--- config.mk ---
export PLATFORM = sky130hd
export DESIGN_NAME = fifo_stream_reader
export DESIGN_NICKNAME = d
export VERILOG_FILES = /design/src/rtl/fifo_stream_reader.sv
export SDC_FILE = /design/constraint.sdc
export NUM_CORES = 1
export LEC_CHECK = 0
export CAP_MARGIN = 20
export CORE_ASPECT_RATIO = 0.8
export CORE_UTILIZATION = 35
export DETAILED_ROUTE_END_ITERATION = 8
export PLACE_DENSITY = 0.67
export SYNTH_ARGS = -nofsm -noshare
export SYNTH_HDL_FRONTEND = slang
export SYNTH_SLANG_ARGS = --single-unit
--- constraint.sdc ---
create_clock -name clk_i -period 2.2 [get_ports clk_i]
set_input_delay 0.44 -clock clk_i [delete_from_list [all_inputs] [get_ports clk_i]]
set_output_delay 0.44 -clock clk_i [all_outputs]
set_load 0.005 [all_outputs]
--- src/rtl/fifo_stream_reader.sv ---
`default_nettype none
// +----------------------------------------------------------------------------+
// | fifo_stream_reader: pops words from a FIFO, streams them LSB byte first.   |
// | Revision: 1.0                                                              |
// +----------------------------------------------------------------------------+
module fifo_stream_reader #(
    parameter int WIDTH = 32
) (
    input  logic             clk_i,
    input  logic             rst_i,
    input  logic             enable_i,
    input  logic             fifo_pnding_i,
    input  logic [WIDTH-1:0] fifo_data_i,
    output logic             pop_o,
    output logic [7:0]       tx_data_o,
    output logic             tx_valid_o,
    output logic             tx_last_o,
    input  logic             tx_ready_i,
    output logic             busy_o,
    output logic [15:0]      words_o
);

    localparam int BYTES = WIDTH / 8;
    localparam int BCW   = (BYTES > 1) ? $clog2(BYTES) : 1;

    localparam logic [BCW-1:0] LAST_CNT = BCW'(BYTES - 1);

    localparam logic [1:0] S_IDLE = 2'd0;
    localparam logic [1:0] S_POP  = 2'd1;
    localparam logic [1:0] S_SEND = 2'd2;

    logic [1:0]       state;
    logic [WIDTH-1:0] shreg;
    logic [WIDTH-1:0] shreg_next;
    logic [BCW-1:0]   byte_cnt;
    logic [BCW-1:0]   byte_cnt_next;

    assign shreg_next    = shreg >> 8;
    assign byte_cnt_next = byte_cnt + 1'b1;

    // The word is captured on entry to POP, so the FIFO may advance its head
    // during the pop cycle without disturbing the bytes being streamed.
    always_ff @(posedge clk_i or negedge rst_i) begin
        if (!rst_i) begin
            state      <= S_IDLE;
            shreg      <= '0;
            byte_cnt   <= '0;
            pop_o      <= 1'b0;
            tx_data_o  <= 8'h00;
            tx_valid_o <= 1'b0;
            tx_last_o  <= 1'b0;
            busy_o     <= 1'b0;
            words_o    <= 16'h0000;
        end else begin
            case (state)
                S_IDLE: begin
                    if (enable_i && fifo_pnding_i) begin
                        shreg    <= fifo_data_i;
                        byte_cnt <= '0;
                        pop_o    <= 1'b1;
                        busy_o   <= 1'b1;
                        state    <= S_POP;
                    end
                end
                S_POP: begin
                    pop_o      <= 1'b0;
                    tx_valid_o <= 1'b1;
                    tx_data_o  <= shreg[7:0];
                    tx_last_o  <= (byte_cnt == LAST_CNT);
                    state      <= S_SEND;
                end
                S_SEND: begin
                    // tx_valid_o is always high here, so ready alone means accepted.
                    if (tx_ready_i) begin
                        shreg    <= shreg_next;
                        byte_cnt <= byte_cnt_next;
                        if (byte_cnt == LAST_CNT) begin
                            tx_valid_o <= 1'b0;
                            tx_last_o  <= 1'b0;
                            tx_data_o  <= 8'h00;
                            busy_o     <= 1'b0;
                            words_o    <= words_o + 16'd1;
                            state      <= S_IDLE;
                        end else begin
                            tx_data_o <= shreg_next[7:0];
                            tx_last_o <= (byte_cnt_next == LAST_CNT);
                        end
                    end
                end
                default: begin
                    pop_o      <= 1'b0;
                    tx_valid_o <= 1'b0;
                    tx_last_o  <= 1'b0;
                    busy_o     <= 1'b0;
                    state      <= S_IDLE;
                end
            endcase
        end
    end

endmodule
`default_nettype wire

; ---- Word-level counts from Yosys, hierarchy flattened
; Index checks and enable logic that the tools add are counted.
[word_totals]
latch_bits = 0
output_inout_bits = 28
reg_bits = 64
input_bits = 37
ram_bits = 0
rom_bits = 0
memories = 0
[classes]
shifts = 0
mux = 22
mul = 0
eq_ne = 7
n_div = 0
magnitude_cmp = 0
reduce_logical = 12
bitwise = 3
n_addsub = 2
[op_table]
columns = operator, count
row1 = 2-to-1 mux 32 bit, 2
row2 = case mux 32 bit (2 select lines), 1
row3 = adder 16 x 1 -> 16 bit (second input constant), 1
row4 = 2-to-1 mux 8 bit, 2
row5 = case mux 8 bit (2 select lines), 1
row6 = AND reduction 3 bit, 4
row7 = 2-to-1 mux 2 bit, 5
row8 = case mux 1 bit (3 select lines), 3
row9 = equality test 2 bit (second input constant), 3
row10 = != test 2 bit (second input constant), 3
row11 = case mux 2 bit (3 select lines), 1
row12 = AND reduction 2 bit, 3
row13 = 2-to-1 mux 1 bit, 5
row14 = case mux 2 bit (2 select lines), 1
row15 = AND reduction 4 bit, 1
row16 = nonzero test 2 bit, 2
row17 = inverter 1 bit, 3
row18 = adder 2 x 1 -> 2 bit (second input constant), 1
row19 = equality test 2 x 1 -> 1 bit (second input constant), 1
row20 = logical NOT 2 bit, 1
row21 = case mux 1 bit (2 select lines), 1
row22 = logical AND 1 bit, 1

; ---- Longest topological paths before layout
; Gate-level depths: netlist (run 1).
[depth]
ltp_word = 5
depth_mapped = 8
mapped_depth_nobuf = 6

; ---- Worst setup path after synthesis (run 1)
; OpenSTA, ideal clock, no wires.
[synth_timing]
path_kind = reg-to-reg
start = register state[0]
end = register shreg[10]
arrival_time_ps = 1612
setup_time_ps = 123
path_stages_with_launch = 7
setup_slack_ps = 465
cell_sequence = dfrtp_1 -> inv_1 -> ha_1 -> a21boi_1 -> a211oi_4 -> buf_4 -> a21oi_2
[synth_between]
elab_chain_cells = 3
elab_cells_between_ends = 7
cone_classes = eq/ne: 3 / mux: 1 / reduce/logical: 3
[synth_rtl]
columns = item, line_no
row1 = "start, declared", 32  ; logic [1:0] state;
row2 = "start signal, assigned", 45  ; state <= S_IDLE;
row3 = "start signal, assigned", 62  ; state <= S_POP;
row4 = "start signal, assigned", 70  ; state <= S_SEND;
row5 = equality test 2 bit / logical NOT 2 bit (equally long branches), 55  ; case (state)
row6 = != test 2 bit (no line) / nonzero test 2 bit (equally long branches), -
row7 = AND reduction 3 bit (no line), -
row8 = "end signal, assigned", 58  ; shreg <= fifo_data_i;
row9 = "end signal, assigned", 75  ; shreg <= shreg_next;
row10 = "end, declared", 33  ; logic [WIDTH-1:0] shreg;
; Parallel ways exist; a longest one is shown, timed or not.
; A chain may end at the register's enable or synchronous reset.

; ---- Final worst setup path (run 1)
[layout_timing]
start = register state[0]
end = register words_o[12]
[layout_between]
elab_chain_cells = 2
[layout_rtl]
columns = item, line_no
row1 = equality test 2 bit, 55
row2 = AND reduction 3 bit (no line), -
row3 = "end signal, assigned", 82  ; words_o <= words_o + 16'd1;
row4 = "end, declared", 20  ; output logic [15:0] words_o
; Every way passes these cells.

==> run summary, run 1 <==
placed cells = 470
RSZ-0062 raised after global routing = no
commonest non-fill, non-tap cells in the layout = 64 x dfrtp_1, 63 x clkdlybuf4s50_1, 38 x nor2_1, 29 x nand2_1, 26 x mux2i_1
f_max = 543.1 MHz
clock-pin slew on the worst setup and hold paths = 0.06 ns
top cells by area, synth = dfrtp_1 51%, mux2i_1 8.3%, a21oi_2 6.7%, nor2_1 4.5%, nand2_1 3.5%
IR drop worst, VDD = 0.0006650 V
Comb pwr share = 0.442
initial antenna violation count = 0
crit-path leading delay family = simple AND/OR/NAND/NOR gates
max cap viols = 0
Layout Nets = 413
worst setup path class = flop to flop
Crit Path Max Fanout = 9
Tightest Hold Check Type = primary input to asynchronous set/reset pin
Synth top area share = 0.5100
final setup TNS = 0 ns
CP Data Required Time = 2.41 ns
Clock Path Buffers = 2
vias per cell = 4.584
met1 Use GR = 0.2060
Pins Over Slew Limit = 0
routed wire length = 6.076 mm
wire length per cell = 12.58 µm
status = complete, no violations
GP Congestion = 0.7958
worst reg2reg path depth = 7
Netlist cell types = 34
Gate Count Post-Synth = 298
Root Buffer Master = clkbuf_8
CTS Hold Bufs = 0
post-synth top area cell = dfrtp_1
first-pass GRT wire length = 10.74 mm
global route hottest layer = met2
reg2reg end = words_o[12]
non-filler cells, final = 483
CP arrival = 2.05 ns
Std-Cell Rows = 30
CP cell instances = inv_1 -> ha_2 -> nand3_4 -> nor4_1 -> buf_4 -> nand4_1 -> xnor2_1
largest net degree at the start of global routing = 50
worst clock skew = 0.004715 ns
remaining global-route overflow = 0
Slowest-stage cell, CP = dfrtp_1
die area = 9358 µm²
1st-iter DRT viols = 62
pwr dens = 1224 nW/µm²
Sinks on Clock Net = 64
Die X = 107.9 µm
post-CTS resize count = 0
Sw Pwr = 1.809 mW
Yosys warnings = 0
Post-CTS Setup Repair Bufs = 0
Tmin final = 1.841 ns
Final period util = 0.8369
Seq pwr share = 0.369
ANT nets after route = 0
antenna fix cells = 0
Clock Power Share = 0.189
Hold WS = 0.03801 ns
layout cell share with drive strength beyond 1 = 0.1482
Bufs and invs on worst path = 2
Filler Cell Count = 823
port bufs = 64
vias in the first global route = 2,245
Starting Density = 0.3654
Worst R2R Start = state[0]
via count = 2,214
Pre-Repair DR Iteration Count = 4
Remaining DRCs = 0
switch share = 0.3585
syn_nets = 342
Num CTS Buffers = 9
#FFs+latches synth = 64
LEAKAGE = 1.726 nW
cell area after synthesis = 3141 µm²
TritonCTS clock tree = yes
Clk Latency, worst-skew pair = 0.33 ns
Area Growth Syn to Fin = 31.31%
crit-path max cell delay = 0.39 ns
leading cell type in the layout, fill and taps excluded = dfrtp_1
GRT Util Overall = 0.1488
Rel. slew slack = 0.7236
CP endpoint kind = flop
DP HPWL = 4.393 mm
reg2reg setup slack = 0.36 ns
Power Internal = 3.237 mW
Core Box Area = 8596 µm²
Die H = 86.73 µm
Tightest Pin Transition = 0.4145 ns
Setup Viol. Count Final = 0
final hold vios = 0
sequential area share after synthesis = 0.5100
Synth Area per Inst = 10.54 µm²
crit start category = flop
M3 GR Usage = 0.04436
Boundary Pins = 65
htree depth = 3
met2 Resource Use GR = 0.2249
[synth_stat cells (all sizes together)]
cell and instances:
and4 1, ha 7, xor2 3, and3 1, nor4 2, a21bo 1, o22a 1, a21oi 34
nand3b 8, nor2b 1, o21ai 20, nand3 7, nand4 4, buf 10, a22o 3, mux2 2
o31ai 1, nor2 38, xnor2 12, mux2i 26, or2 1, a21boi 1, inv 15, nand2 29
dfrtp 64, a211oi 1, clkbuf 4, nand2b 1
[layout make-up]
| type | instances | area, µm² | share of cell area |
|---|---|---|---|
| Tap cell | 112 | 140.1 | 0.03398 |
| Clock inverter | 1 | 30.03 | 0.007282 |
| Timing Repair Buffer | 74 | 760.7 | 0.1845 |
| Inverter | 15 | 56.30 | 0.01365 |
| Clock buffer | 12 | 145.1 | 0.03519 |
| Multi-Input combinational cell | 205 | 1390 | 0.3371 |
| Sequential cell | 64 | 1602 | 0.3884 |
[sequential cells by signal, summed over array words and instances (netlist names)]
name / flops
shreg: 32
words_o: 16
tx_data_o: 8
byte_cnt: 2
state: 2
busy_o: 1
pop_o: 1
tx_last_o: 1
tx_valid_o: 1
[worst max path at each step]
stage,start,to,cells past startpoint
5_1_grt,state[0],words_o[12],7
6_report,state[0],words_o[12],7
3_3_place_gp,tx_ready_i,words_o[12],6
2_1_floorplan,state[0],shreg[10],6
4_1_cts,state[0],words_o[12],7
3_5_place_dp,tx_ready_i,words_o[12],6
[stage by stage]
stage	utilization	area, µm²	power (mW)	worst slack, ns
floorplan	-	3141	3.481	0.4646
global placement	0.4594	3949	4.091	0.1424
detailed placement	0.4594	3949	4.143	0.1251
CTS	0.4798	4124	5.110	0.3637
global route	0.4798	4124	5.485	0.1340
finish	0.4798	4124	5.046	0.3588
[cell families (layout without fill, tap and decap cells)]
kind of cell / count (synthesis) / after routing / synth area share
DFF: 64 / 64 / 0.5100
and+or+nand+nor: 93 / 93 / 0.1418
AOI/OAI and AO/OA: 62 / 62 / 0.1402
adders and majority gates: 7 / 7 / 0.02789
muxes: 28 / 28 / 0.09004
xor gates and xnor gates: 15 / 15 / 0.04183
buffers and inverters: 29 / 102 / 0.04820
[power by group through the flow]
stage | clock network, mW | registers, mW | logic [mW]
after floorplan | 0 | 1.84 | 1.64
after global placement | 0 | 1.87 | 2.22
after detailed placement | 0 | 1.89 | 2.25
after CTS | 0.985 | 1.87 | 2.26
after global routing | 1.03 | 1.93 | 2.52
final | 0.951 | 1.86 | 2.23
[layer usage]
metal	share of wire	vias to the layer above	routed length [µm]
met4	0.0069	0	42
met5	0	-	0
met1	0.52	1002	3158
met2	0.43	55	2601
li1	-	1149	-
met3	0.045	8	274
No activity file was read; power rests on OpenSTA's default activity.
==> inputs of run 2 (changes only) <==
Clock period 2.2 ns to 1.8 ns, I/O delays scaled along.
==> run summary, run 2 (same netlist as run 1, synthesis figures left out) <==
number of flip-flops in the largest register = 32 (unchanged)
Root Buffer Master = clkbuf_8
CP Data Required Time = 2.07 ns (-0.34 ns)
status = complete, no violations
top flop regs = shreg: 32 flops, words_o: 16 flops, tx_data_o: 8 flops
Slowest-stage cell, CP = dfrtp_1
Stages on worst setup path = 7 (unchanged)
wire length per cell = 12.97 µm (+3.1%)
Hold WS = 0.002483 ns (-0.03553 ns)
clock-pin slew on the worst setup and hold paths = 0.07 ns (about the same)
first-pass GRT wire length = 10.45 mm (-2.7%)
final hold vios = 0 (unchanged)
Power Internal = 4.188 mW (+29%)
DP HPWL = 4.448 mm (+1.3%)
Clk Latency, worst-skew pair = 0.34 ns (about the same)
crit-path leading delay family = buffers and inverters
Layout Nets = 427 (+3.4%)
Sw Pwr = 2.351 mW (+30%)
Die X = 107.9 µm (unchanged)
initial antenna violation count = 0 (unchanged)
via count = 2,336 (+5.5%)
worst reg2reg path depth = 7 (unchanged)
Seq pwr share = 0.350 (-0.019)
Remaining DRCs = 0 (unchanged)
port bufs = 64 (unchanged)
die area = 9358 µm² (unchanged)
IR drop worst, VDD = 0.0006183 V (-7.0%)
Setup Viol. Count Final = 0 (unchanged)
worst clock skew = 0.009343 ns (+0.004628 ns)
crit-path max cell delay = 0.39 ns (about the same)
antenna fix cells = 0 (unchanged)
Tmin final = 1.744 ns (-0.09771 ns)
f_max = 573.5 MHz (+5.6%)
layout cell share with drive strength beyond 1 = 0.1964 (+0.04813)
Bufs and invs on worst path = 3 (+1)
Biggest register = shreg
Crit Path Max Fanout = 23 (+14)
Rel. slew slack = 0.7678 (+0.04414)
Comb pwr share = 0.469 (+0.027)
Area Growth Syn to Fin = 36.61%
vias in the first global route = 2,221 (-1.1%)
switch share = 0.3595 (+0.001063)
leading cell type in the layout, fill and taps excluded = dfrtp_1
crit start category = flop
area of placed instances = 3984 µm² (+0.89%)
CP endpoint kind = flop
max cap viols = 0 (unchanged)
Final period util = 0.9686 (+0.1317)
htree depth = 3 (unchanged)
remaining global-route overflow = 0 (unchanged)
Std-Cell Rows = 30 (unchanged)
GRT Util Overall = 0.1462 (-0.002669)
Boundary Pins = 65 (unchanged)
Sinks on Clock Net = 64 (unchanged)
pwr dens = 1524 nW/µm² (+25%)
ANT nets after route = 0 (unchanged)
Clock Path Buffers = 2 (unchanged)
worst setup path class = flop to flop
CP cell instances = inv_2 -> ha_4 -> buf_12 -> a211oi_4 -> buf_6 -> nor2_1 -> a21oi_2
CP arrival = 2.01 ns (-0.04 ns)
commonest non-fill, non-tap cells in the layout = 64 x dfrtp_1, 63 x clkdlybuf4s50_1, 38 x nor2_1, 29 x nand2_1, 26 x mux2i_1
Pre-Repair DR Iteration Count = 4 (unchanged)
1st-iter DRT viols = 98 (+58%)
Core Box Area = 8596 µm² (unchanged)
routed wire length = 6.474 mm (+6.6%)
Clock Power Share = 0.181 (-0.008)
largest net degree at the start of global routing = 65 (+30%)
design area = 4290 µm² (+4.0%)
RSZ-0062 raised after global routing = yes
Starting Density = 0.3654 (unchanged)
Num CTS Buffers = 9 (unchanged)
Filler Cell Count = 815 (-0.97%)
Tightest Hold Check Type = primary input to asynchronous set/reset pin
TritonCTS clock tree = yes
Pins Over Slew Limit = 0 (unchanged)
LEAKAGE = 1.819 nW (+5.4%)
vias per cell = 4.681 (+2.1%)
Tightest Pin Transition = 0.3483 ns (-0.06622 ns)
Die H = 86.73 µm (unchanged)
GP Congestion = 0.7853 (-1.3%)
[run 2: through the flow]
| step | TNS (ns) | instances | total power [mW] | utilization | setup WS [ns] |
|---|---|---|---|---|---|
| 6_report | 0 | 499 | 6.539 | 0.4991 | 0.05646 |
| 3_3_place_gp | -6.505 | 478 | 4.974 | 0.4635 | -0.1984 |
| 3_5_place_dp | -8.147 | 478 | 5.066 | 0.4635 | -0.2226 |
| 2_1_floorplan | 0 | 298 | 4.254 | - | 0.06455 |
| 5_1_grt | -0.1060 | 499 | 7.015 | 0.4991 | -0.03200 |
| 4_1_cts | -0.002915 | 493 | 6.274 | 0.4852 | -0.002915 |
[run 2: routing by layer]
layer	track usage	vias up	part of all wire
met2	0.2191	61	0.44
met3	0.05338	12	0.053
met5	0	-	0
li1	-	1179	-
met1	0.1922	1084	0.49
met4	0.05729	0	0.018
[run 2: layout make-up]
cell class,count,area (µm²),share of cell area
clock buffers,11,141.4,0.03295
flip-flops and latches,64,1602,0.3733
inverters,15,56.30,0.01312
well taps,112,140.1,0.03266
multi-input cells,205,1414,0.3295
repair buffers,88,892.1,0.2079
clock inverters,4,45.04,0.01050
[run 2: repair_timing]
item	4_1_cts	5_1_grt
endpoints found under the hold margin	0	0
cloned	0	2
resized for setup	0	10
pin swaps	0	1
hold buffers	0	0
buffers inserted	0	4
setup endpoints to repair	1	35
[run 2: worst paths after layout]
path,from,endpoint,slack (ns)
min in group clk_i,words_o[15],words_o[15],0.48
setup reg to reg,state[0],shreg[3],0.06
max in group asynchronous,rst_i,busy_o,1.49
setup / recovery,state[0],shreg[3],0.06
hold reg to reg,words_o[15],words_o[15],0.48
hold / removal,rst_i,words_o[7],0.002
[run 2: power by group through the flow]
stage / clock [mW] / sequential (mW) / combinational [mW]
5_1_grt: 1.30 / 2.35 / 3.37
2_1_floorplan: 0 / 2.25 / 2.01
3_3_place_gp: 0 / 2.29 / 2.69
4_1_cts: 1.22 / 2.28 / 2.77
3_5_place_dp: 0 / 2.31 / 2.76
6_report: 1.18 / 2.29 / 3.07
